==> config.mk <==
export PLATFORM = sky130hd
export DESIGN_NAME = trap_ctrl
export DESIGN_NICKNAME = d
export VERILOG_FILES = /design/src/rtl/trap_ctrl.sv
export SDC_FILE = /design/constraint.sdc
export NUM_CORES = 1
export LEC_CHECK = 0
export ABC_CLOCK_PERIOD_IN_PS = 3900
export CAP_MARGIN = 0
export CORE_AREA = 10 10 172 174
export DETAILED_ROUTE_END_ITERATION = 7
export DIE_AREA = 0 0 182 184
export PLACE_DENSITY_LB_ADDON = 0.3
export SLEW_MARGIN = 20
export SYNTH_ARGS = -nofsm -noshare
export SYNTH_HDL_FRONTEND = slang
export SYNTH_SLANG_ARGS = --single-unit
export TNS_END_PERCENT = 30
==> constraint.sdc <==
create_clock -name clk -period 3.9 [get_ports clk]
set_input_delay 0.39 -clock clk [delete_from_list [all_inputs] [get_ports clk]]
set_output_delay 0.39 -clock clk [all_outputs]
set_load 0.01 [all_outputs]
==> src/rtl/trap_ctrl.sv <==
// trap_ctrl: machine-mode trap sequencer.
// Accepts one request at a time from IDLE: a synchronous exception, an
// interrupt when i_mie=1, or an MRET, in that priority order. An exception
// or interrupt writes mepc/mcause in SAVE, computes the handler address from
// mtvec in VECTOR and then presents it in REDIRECT. An MRET goes directly to
// REDIRECT with the aligned mepc.
//
// Ports
//   clk, arst                 clock, asynchronous active-high reset
//   i_exc_valid/cause/pc      exception request (held until o_ack)
//   i_irq_valid/cause/pc      interrupt request (held until o_ack)
//   i_mie                     global interrupt enable
//   i_mret                    MRET request (held until o_ack)
//   i_mtvec_data, i_mepc_data current CSR values
//   i_redirect_ready          fetch accepts the redirect
//   o_mepc_we/data            mepc write port (SAVE only)
//   o_mcause_we/data          mcause write port (SAVE only)
//   o_ack                     one-cycle acceptance pulse
//   o_redirect_valid/pc       redirect handshake (REDIRECT only)
//   o_busy                    high whenever the FSM is not IDLE
//
// state    | meaning
// IDLE     | arbitrate and accept a request
// SAVE     | write mepc and mcause
// VECTOR   | compute handler target from mtvec
// REDIRECT | present target until fetch accepts it
module trap_ctrl #(
  parameter int REG_DATA_WIDTH = 64
) (
  input  logic                      clk,
  input  logic                      arst,
  input  logic                      i_exc_valid,
  input  logic [3:0]                i_exc_cause,
  input  logic [REG_DATA_WIDTH-1:0] i_exc_pc,
  input  logic                      i_irq_valid,
  input  logic [3:0]                i_irq_cause,
  input  logic [REG_DATA_WIDTH-1:0] i_irq_pc,
  input  logic                      i_mie,
  input  logic                      i_mret,
  input  logic [REG_DATA_WIDTH-1:0] i_mtvec_data,
  input  logic [REG_DATA_WIDTH-1:0] i_mepc_data,
  input  logic                      i_redirect_ready,
  output logic                      o_mepc_we,
  output logic [REG_DATA_WIDTH-1:0] o_mepc_data,
  output logic                      o_mcause_we,
  output logic [REG_DATA_WIDTH-1:0] o_mcause_data,
  output logic                      o_ack,
  output logic                      o_redirect_valid,
  output logic [REG_DATA_WIDTH-1:0] o_redirect_pc,
  output logic                      o_busy
);

  localparam int W = REG_DATA_WIDTH;
  localparam logic [W-1:0] ALIGN_MASK = {{(W-2){1'b1}}, 2'b00};

  typedef enum logic [1:0] {IDLE, SAVE, VECTOR, REDIRECT} state_t;

  state_t         state_q, state_d;
  logic           is_irq_q, is_irq_d;
  logic [3:0]     cause_q, cause_d;
  logic [W-1:0]   pc_q, pc_d;
  logic [W-1:0]   target_q, target_d;
  logic           ack;
  logic [W-1:0]   vec_offset;

  always_ff @(posedge clk or posedge arst) begin
    if (arst) begin
      state_q  <= IDLE;
      is_irq_q <= 1'b0;
      cause_q  <= '0;
      pc_q     <= '0;
      target_q <= '0;
    end else begin
      state_q  <= state_d;
      is_irq_q <= is_irq_d;
      cause_q  <= cause_d;
      pc_q     <= pc_d;
      target_q <= target_d;
    end
  end

  always_comb begin
    state_d    = state_q;
    is_irq_d   = is_irq_q;
    cause_d    = cause_q;
    pc_d       = pc_q;
    target_d   = target_q;
    ack        = 1'b0;
    vec_offset = '0;
    case (state_q)
      IDLE: begin
        if (i_exc_valid) begin
          ack      = 1'b1;
          is_irq_d = 1'b0;
          cause_d  = i_exc_cause;
          pc_d     = i_exc_pc;
          state_d  = SAVE;
        end else if (i_irq_valid && i_mie) begin
          ack      = 1'b1;
          is_irq_d = 1'b1;
          cause_d  = i_irq_cause;
          pc_d     = i_irq_pc;
          state_d  = SAVE;
        end else if (i_mret) begin
          ack      = 1'b1;
          is_irq_d = 1'b0;
          target_d = i_mepc_data & ALIGN_MASK;
          state_d  = REDIRECT;
        end
      end
      SAVE: state_d = VECTOR;
      VECTOR: begin
        // Vectored mode only offsets interrupts; exceptions always use base.
        if (is_irq_q && (i_mtvec_data[1:0] == 2'b01)) begin
          vec_offset[5:0] = {cause_q, 2'b00};
        end
        target_d = (i_mtvec_data & ALIGN_MASK) + vec_offset;
        state_d  = REDIRECT;
      end
      REDIRECT: begin
        if (i_redirect_ready) begin
          state_d = IDLE;
        end
      end
      default: state_d = IDLE;
    endcase
  end

  // ack is combinational from held inputs, so it is masked during reset.
  assign o_ack            = ack & ~arst;
  assign o_mepc_we        = (state_q == SAVE);
  assign o_mcause_we      = (state_q == SAVE);
  assign o_mepc_data      = (state_q == SAVE) ? (pc_q & ALIGN_MASK) : '0;
  assign o_mcause_data    = (state_q == SAVE) ? {is_irq_q, {(W-5){1'b0}}, cause_q} : '0;
  assign o_redirect_valid = (state_q == REDIRECT);
  assign o_redirect_pc    = (state_q == REDIRECT) ? target_q : '0;
  assign o_busy           = (state_q != IDLE);

endmodule

* After elaboration in Yosys (flattened, before gate mapping)
Cells that the tools add are included.
** Word-level totals
- Register bits after elaboration :: 135
- Input port bits :: 271
- Output and inout bits :: 197
- Word-level logic and storage cells :: 53
** Operators by class
- Add/subtract/negate cells :: 1
- Equal/unequal tests :: 9
- Muxes and demuxes :: 25
- Bitwise logic cells :: 2
- Reductions and logical operators :: 11
** Operators by type and width (number)
- $mux 64 :: 8
- $pmux 64 s2 :: 1
- $add 64x6->64 :: 1
- $mux 6 :: 2
- $mux 2 :: 4
- $mux 4 :: 2
- $ne 2x2->1 const B :: 4
- $pmux 2 s4 :: 1
- $mux 1 :: 7
- $reduce_and 2->1 :: 3
- $reduce_bool 2->1 :: 3
- $eq 2x1->1 const B :: 2
- $eq 2x2->1 const B :: 2
- $ne 4x4->1 const B :: 1
- $reduce_and 4->1 :: 1
- $reduce_bool 3->1 :: 1
- $logic_and 1x1->1 :: 2
- $logic_not 2->1 :: 1
- $and 1x1->1 :: 1
- $not 1->1 :: 1

* Longest topological paths before layout
Gate-level depths: netlist (run 1).
- Word-level depth :: 6
- Mapped depth :: 11
- Depth with buffers taken out :: 10

* Least setup slack after synthesis (run 1)
No wires, ideal clock.
- Path type :: in2reg
- Start point :: input port i_mtvec_data[1]
- End point :: register target_q[56]
- Library setup time :: 0.069 ns
- Arrival :: 2.732 ns
- Data required time :: 3.831 ns
- Slack :: 1.099 ns
- Cell stages on the path :: 10
- Path buffers :: 0
- Cell sequence :: and3b_1 > and2_1 > ha_1 > fa_1 > a211oi_1 > nor2_2 > nand3_2 > or4_4 > or4_1 > nand3_1
** On the way
- Word-level cells in the longest chain between the ends :: 6
** Ends and longest elaborated chain
- from (decl) :: line 40 : input logic [REG_DATA_WIDTH-1:0] i_mtvec_data,
- $eq 2x1->1 :: line 114 : if (is_irq_q && (i_mtvec_data[1:0] == 2'b01)) begin
- $logic_and 1x1->1 :: line 114
- $mux 6 :: line 114
- $mux 6 :: line 90 : case (state_q)
- $add 64x6->64 :: line 117 : target_d = (i_mtvec_data & ALIGN_MASK) + vec_offset;
- $pmux 64 s2 :: line 90
- to (signal assigned) :: line 78 : target_q <= target_d;
- to (decl) :: line 62 : logic [W-1:0] target_q, target_d;
Every way passes these cells. The select of a mux whose other input is x is not followed.
A chain may end at the register's enable or synchronous reset.

* Worst setup path after layout (run 1)
- Start point :: register is_irq_q
- End point :: register target_q[56]
** On the way
- Word-level cells in the longest chain between the ends :: 5
** Ends and longest elaborated chain
- from (decl) :: line 59 : logic is_irq_q, is_irq_d;
- from (signal assigned) :: line 75 : is_irq_q <= is_irq_d;
- $logic_and 1x1->1 :: line 114
- $mux 6 :: line 114
- $mux 6 :: line 90
- $add 64x6->64 :: line 117
- $pmux 64 s2 :: line 90
Every way passes these cells. The select of a mux whose other input is x is not followed.

==> qor.yml, run 1 <==
crit_fanout: 6
avgSynthCellArea_sq_um: 8.47
grt_usage: 0.203
initial_core_util: 0.335
vias_per_cell: 4.89
setup_tns_ps: 0
post_cts_buffers: 0
place_congestion: 0.830
p_sw_frac: 0.388
io_pins: 468
dr.pass1.iters: 4
clockBufferDepth: 2
worst_slack_ps: 737
startpoint_type: "register"
yosys_warnings: 0
grt_pass1_wl_um: 53300
fin_crit_sh: 0.811
htree_levels: 4
path_clk_slew_ps: 60
synth_top_area_frac: 0.377
clk_latency_ps: 420
gr-total-overflow: 0
yosysSeqAreaShare: 0.377
initialDrtViolationCount: 596
relSlewSlack: 0.284
synth_edf_count: 0
drt_wl_total_um: 35400
hpwlAfterDp_um: 28200
clock_skew_ps: 10.2
grt_max_degree: 100
endpoint_kind: "register"
nets: 1671
antenna_found_initial: 0
synth.distinct_cells: 48
p_int_mw: 5.23
die-area_sq_um: 33500
worstMarginPinSlew_ps: 1070
power.share.sequential: 0.279
netlist_area_sq_um: 8690
final-hold-violation-count: 0
area_delta_synth_final_pct: 53.9
crit_arrival_ps: 3510
die_w_um: 182
yosys_register_bits: 131
min_path_type: "reg2reg"
vias: 8491
ant_nets: 0
worstPathRequired_ps: 4250
io_buffers: 398
clkPwrFrac: 0.199
setup-violations-final: 0
synthFlopType: "dfrtp_1"
syn_inst: 1026
ir_worst_vdd_mv: 0.273
cts.hold.buffers_added: 0
cts_resized: 0
p_switching_mw: 3.31
yosys-top-cells-area: "dfrtp_1 38%, and2_1 9.6%, mux2i_1 9.0%"
holdWs_ps: 475
wl_per_cell_um: 20.4
fmax_mhz: 316
cap_viol_max_count: 0
cts_sinks: 131
final_layout_size_suffix_gt1_frac: 0.0485
status: "completed"
combPwrFrac: 0.522
chipHeight_um: 184
cts_root_buf: "clkbuf_16"
path_class: "reg2reg"
dp_slack_ps: 333
leakage_nw: 5.49
synth_top_area_cell: "dfrtp_1"
synthArstFlopShare: 1.00
cts_buffers: 17
insertedDiodeCount: 0
cts_tree: "built"
remaining_drc_errors: 0
yosysMostFrequentCell: "and2_1"
grt_pass1_vias: 8949
powerDensity_nw_per_um2: 639
rsz0062_at_grt: "false"
placement_rows: 59
core-area_sq_um: 25900
slew_violations: 0
synth.top_cells.by_count: "133 x and2_1, 131 x dfrtp_1, 110 x a21oi_1, 105 x nor2_1, 78 x mux2i_1"
finalCriticalPeriod_ps: 3160
[area by class of cell]
cell class / count / area, sq um
fillers: 2499 / 12500
multi-input cells: 813 / 4890
repair buffers: 416 / 4130
flip-flops and latches: 131 / 3280
clock buffers: 17 / 425
well taps: 335 / 419
clock inverters: 14 / 180
inverters: 12 / 50.0
[sequential cells by signal, indices dropped and copies added (netlist names)]
register and count:
pc_q 62, cause_q 4, state_q 2, target_q 62
is_irq_q 1
[power groups by stage]
stage               logic (mW)  clock network (mW)  registers, mW
floorplan                 2.47                   0           2.28
global placement          4.45                   0           2.38
detailed placement        4.51                   0           2.41
CTS                       4.53                1.73           2.39
global route              4.90                1.79           2.47
finish                    4.46                1.70           2.39
[cell usage in the layout (no fill, tap or decap), types with 6 or more instances in the layout]
| master | count |
|---|---|
| nand2_1 | 47 |
| a31oi_1 | 6 |
| conb_1 | 63 |
| mux2i_1 | 78 |
| a21oi_1 | 110 |
| xor2_1 | 13 |
| clkbuf_16 | 17 |
| clkdlybuf4s50_1 | 397 |
| nand3_1 | 30 |
| o22ai_1 | 25 |
| inv_1 | 11 |
| and3_1 | 21 |
| a21o_1 | 8 |
| nor3_1 | 25 |
| and2_1 | 133 |
| nand4_1 | 17 |
| nor2_1 | 104 |
| o21ai_0 | 43 |
| buf_4 | 18 |
| dfrtp_1 | 131 |
| xnor2_1 | 37 |
[final timing paths]
path,cells past startpoint,from,endpoint,slack [ps]
worst max register to register,10,is_irq_q$_DFFE_PP0P_,target_q[56]$_DFFE_PP0P_,740
max in group asynchronous,3,arst,pc_q[48]$_DFFE_PP0P_,2440
min in group asynchronous,2,arst,is_irq_q$_DFFE_PP0P_,600
worst max-delay path,10,is_irq_q$_DFFE_PP0P_,target_q[56]$_DFFE_PP0P_,740
worst min register to register,2,target_q[4]$_DFFE_PP0P_,target_q[4]$_DFFE_PP0P_,480
worst min-delay path,2,target_q[4]$_DFFE_PP0P_,target_q[4]$_DFFE_PP0P_,480
[kinds of logic after synthesis]
kind of cell | share of synthesized area
AND/OR/NAND/NOR | 0.250
multiplexers | 0.0898
flip-flops | 0.377
buffers and inverters | 0.0901
AO/OA/AOI/OAI | 0.129
adder cells (fa/ha/maj) | 0.0138
other | 0.000431
XOR/XNOR | 0.0504
[through the flow]
stage | utilization | instance area, sq um | power, mW | cells
after CTS | 0.516 | 13400 | 8.64 | 1738
after detailed placement | 0.493 | 12800 | 6.91 | 1707
after global routing | 0.516 | 13400 | 9.16 | 1738
after floorplan | - | 8920 | 4.75 | 1088
final | 0.516 | 13400 | 8.55 | 1738
after global placement | 0.493 | 12800 | 6.83 | 1707
[worst max-delay path, stage by stage, from the launching register on]
cell	delay, ps
dfrtp_1	430
and3b_1	330
and2_1	180
ha_1	180
fa_1	240
a211oi_1	110
nor2_2	220
nand3_2	190
or4_4	620
or4_1	480
nand3_1	100
[routing by layer]
metal  global-route usage  vias up  routed length [um]
met5                    0        -                   0
met4               0.0524        0                 529
met3               0.0537       26                2400
met2                0.363      328               18200
met1                0.235     4012               14300
li1                     -     4125                   -
Note: power is estimated with default switching activity, not from simulation.
==> run 2, diff against run 1 <==
--- a/config.mk
+++ b/config.mk
@@ -5,11 +5,11 @@
 export SDC_FILE = /design/constraint.sdc
 export NUM_CORES = 1
 export LEC_CHECK = 0
-export ABC_CLOCK_PERIOD_IN_PS = 3900
+export ABC_CLOCK_PERIOD_IN_PS = 3000
 export CAP_MARGIN = 0
-export CORE_AREA = 10 10 172 174
+export CORE_AREA = 10 10 173 175
 export DETAILED_ROUTE_END_ITERATION = 7
-export DIE_AREA = 0 0 182 184
+export DIE_AREA = 0 0 183 185
 export PLACE_DENSITY_LB_ADDON = 0.3
 export SLEW_MARGIN = 20
 export SYNTH_ARGS = -nofsm -noshare
==> constraint.sdc (replaced) <==
create_clock -name clk -period 3 [get_ports clk]
set_input_delay 0.3 -clock clk [delete_from_list [all_inputs] [get_ports clk]]
set_output_delay 0.3 -clock clk [all_outputs]
set_load 0.01 [all_outputs]
==> qor.yml, run 2 (synthesis gave the netlist of run 1 again) <==
grt_usage: 0.202  # -0.00115
clockBufferDepth: 2  # unchanged
finalCriticalPeriod_ps: 2800  # -361 ps
fmax_mhz: 357  # +13%
r2r_start: "is_irq_q$_DFFE_PP0P_"
worstPathRequired_ps: 3290  # -960 ps
holdWs_ps: 281  # -194 ps
cts_tree: "built"
setup-violations-final: 0  # unchanged
initial_core_util: 0.327  # -0.00839
largest_registers: "pc_q: 62 flops, target_q: 62 flops, cause_q: 4 flops"
place_congestion: 0.924  # +11%
initialDrtViolationCount: 637  # +6.9%
die-area_sq_um: 33900  # +1.1%
min_path_type: "in2async"
io_buffers: 398  # unchanged
instances_no_fill: 1772  # +2.0%
timing.rr.end: "target_q[40]$_DFFE_PP0P_"
dr.pass1.iters: 5  # +1
cts_sinks: 131  # unchanged
r2r_slack_ps: 200  # -540 ps
final_common_cell: "clkdlybuf4s50_1"
cp-startpoint: "is_irq_q$_DFFE_PP0P_"
final_layout_size_suffix_gt1_frac: 0.0693  # +0.0208
fillers: 2582  # +3.3%
startpoint_type: "register"
slew_violations: 0  # unchanged
ant_nets: 0  # unchanged
grt_pass1_wl_um: 53200  # -0.26%
cap_viol_max_count: 0  # unchanged
placement_rows: 60  # +1.7%
clock_skew_ps: 9.97  # -0.218 ps
fin_crit_sh: 0.934  # +0.123
relSlewSlack: 0.284  # about the same
crit_arrival_ps: 3100  # -410 ps
crit_fanout: 7  # +1
grt_pass1_vias: 9033  # +0.94%
power.total_mw: 11.1  # +29%
gr-total-overflow: 0  # unchanged
vias: 8588  # +1.1%
path_clk_slew_ps: 60  # about the same
leakage_nw: 5.62  # +2.2%
dpl_cell_area_sq_um: 13000  # +1.9%
grt_max_degree: 131  # +31%
status: "completed"
remaining_drc_errors: 0  # unchanged
nets: 1696  # +1.5%
clk_latency_ps: 430  # about the same
path_class: "reg2reg"
ir_worst_vdd_mv: 0.414  # +52%
wl_per_cell_um: 20.1  # -1.4%
powerDensity_nw_per_um2: 812  # +27%
utilization: 0.512  # -0.00377
htree_levels: 4  # unchanged
core-area_sq_um: 26600  # +2.6%
antenna_found_initial: 2  # +2
endpoint_kind: "register"
cts.hold.buffers_added: 0  # unchanged
die_w_um: 183  # +0.55%
hpwlAfterDp_um: 28200  # +0.12%
r2r_cells: 11  # +1
chipHeight_um: 185  # +0.54%
area_delta_synth_final_pct: 56.7
final_cell_mix: "397 x clkdlybuf4s50_1, 133 x and2_1, 131 x dfrtp_1, 110 x a21oi_1, 104 x nor2_1"
final-hold-violation-count: 0  # unchanged
cts_buffers: 17  # unchanged
io_pins: 468  # unchanged
drt_wl_total_um: 35600  # +0.54%
vias_per_cell: 4.85  # -0.80%
rsz0062_at_grt: "false"
worstMarginPinSlew_ps: 1070  # -0.0934 ps
cts_root_buf: "clkbuf_16"
stdcell_area_sq_um: 13600  # +1.8%
dp_cells: 1737  # +1.8%
## run 2: changes by cell type in the layout (fill, tap and decap cells not counted), sizes merged
cell	before	now
buf	19	44
inv	15	19
bufinv	3	1
diode	0	2
clkbuf	17	18
clkinv	4	3
clkinvlp	4	3
## run 2: worst max path at each step
stage               slack (ps)                        to
global placement          -190  target_q[62]$_DFFE_PP0P_
detailed placement        -270  target_q[56]$_DFFE_PP0P_
CTS                         10  target_q[56]$_DFFE_PP0P_
global route                20  target_q[53]$_DFFE_PP0P_
finish                     200  target_q[40]$_DFFE_PP0P_
floorplan                  280  target_q[56]$_DFFE_PP0P_
## run 2: cell type report
class | count | area [sq um] | share of cell area
Antenna cell | 2 | 5.00 | 0.000368
Clock buffer | 18 | 439 | 0.0322
Clock inverter | 14 | 143 | 0.0105
Inverter | 12 | 48.8 | 0.00358
Multi-Input combinational cell | 813 | 4910 | 0.361
Sequential cell | 131 | 3280 | 0.241
Tap cell | 341 | 427 | 0.0313
Timing Repair Buffer | 441 | 4370 | 0.321
## run 2: what timing repair did
item                       4_1_cts  5_1_grt
setup buffers                    0        1
pin swaps                        0        4
resized for setup                1        4
setup endpoints to repair        1       20
## run 2: worst max-delay path: stages, from the launching register on
cell	delay, ps
dfrtp_1	440
and3b_2	280
and2_1	170
ha_2	190
fa_2	380
a211oi_2	310
nor2_2	90
buf_4	180
and3_1	220
a21o_1	170
a21oi_1	130
o21ai_0	100
## run 2: where the power goes
part           total [mW]  leakage [nW]  internal [mW]  switching [mW]
clock network        2.12         0.283           1.19           0.928
registers            3.11          1.50           2.66           0.445
logic                5.83          3.83           2.84            2.99
total                11.1          5.62           6.70            4.36
## run 2: through the flow
step           TNS [ps]  worst slack [ps]
3_5_place_dp      -4350              -273
5_1_grt               0              21.8
3_3_place_gp      -1130              -192
4_1_cts               0              10.9
6_report              0               198
2_1_floorplan         0               276
## run 2: layer usage
metal / part of all wire / track usage / vias up
li1: - / - / 4173
met1: 0.39 / 0.233 / 3984
met2: 0.50 / 0.351 / 379
met3: 0.082 / 0.0603 / 50
met4: 0.025 / 0.0646 / 2
met5: 0.00037 / 0 / -
==> run 3, diff against run 2 <==
--- a/config.mk
+++ b/config.mk
@@ -8,10 +8,11 @@
 export ABC_CLOCK_PERIOD_IN_PS = 3000
 export CAP_MARGIN = 0
 export CORE_AREA = 10 10 173 175
+export CTS_BUF_LIST = sky130_fd_sc_hd__clkbuf_4 sky130_fd_sc_hd__clkbuf_8 sky130_fd_sc_hd__clkbuf_16
 export DETAILED_ROUTE_END_ITERATION = 7
 export DIE_AREA = 0 0 183 185
 export PLACE_DENSITY_LB_ADDON = 0.3
-export SLEW_MARGIN = 20
+export SLEW_MARGIN = 0
 export SYNTH_ARGS = -nofsm -noshare
 export SYNTH_HDL_FRONTEND = slang
 export SYNTH_SLANG_ARGS = --single-unit
==> results of run 3 <==
Same layout as run 2: the final DEF is identical, and so are final timing and power.
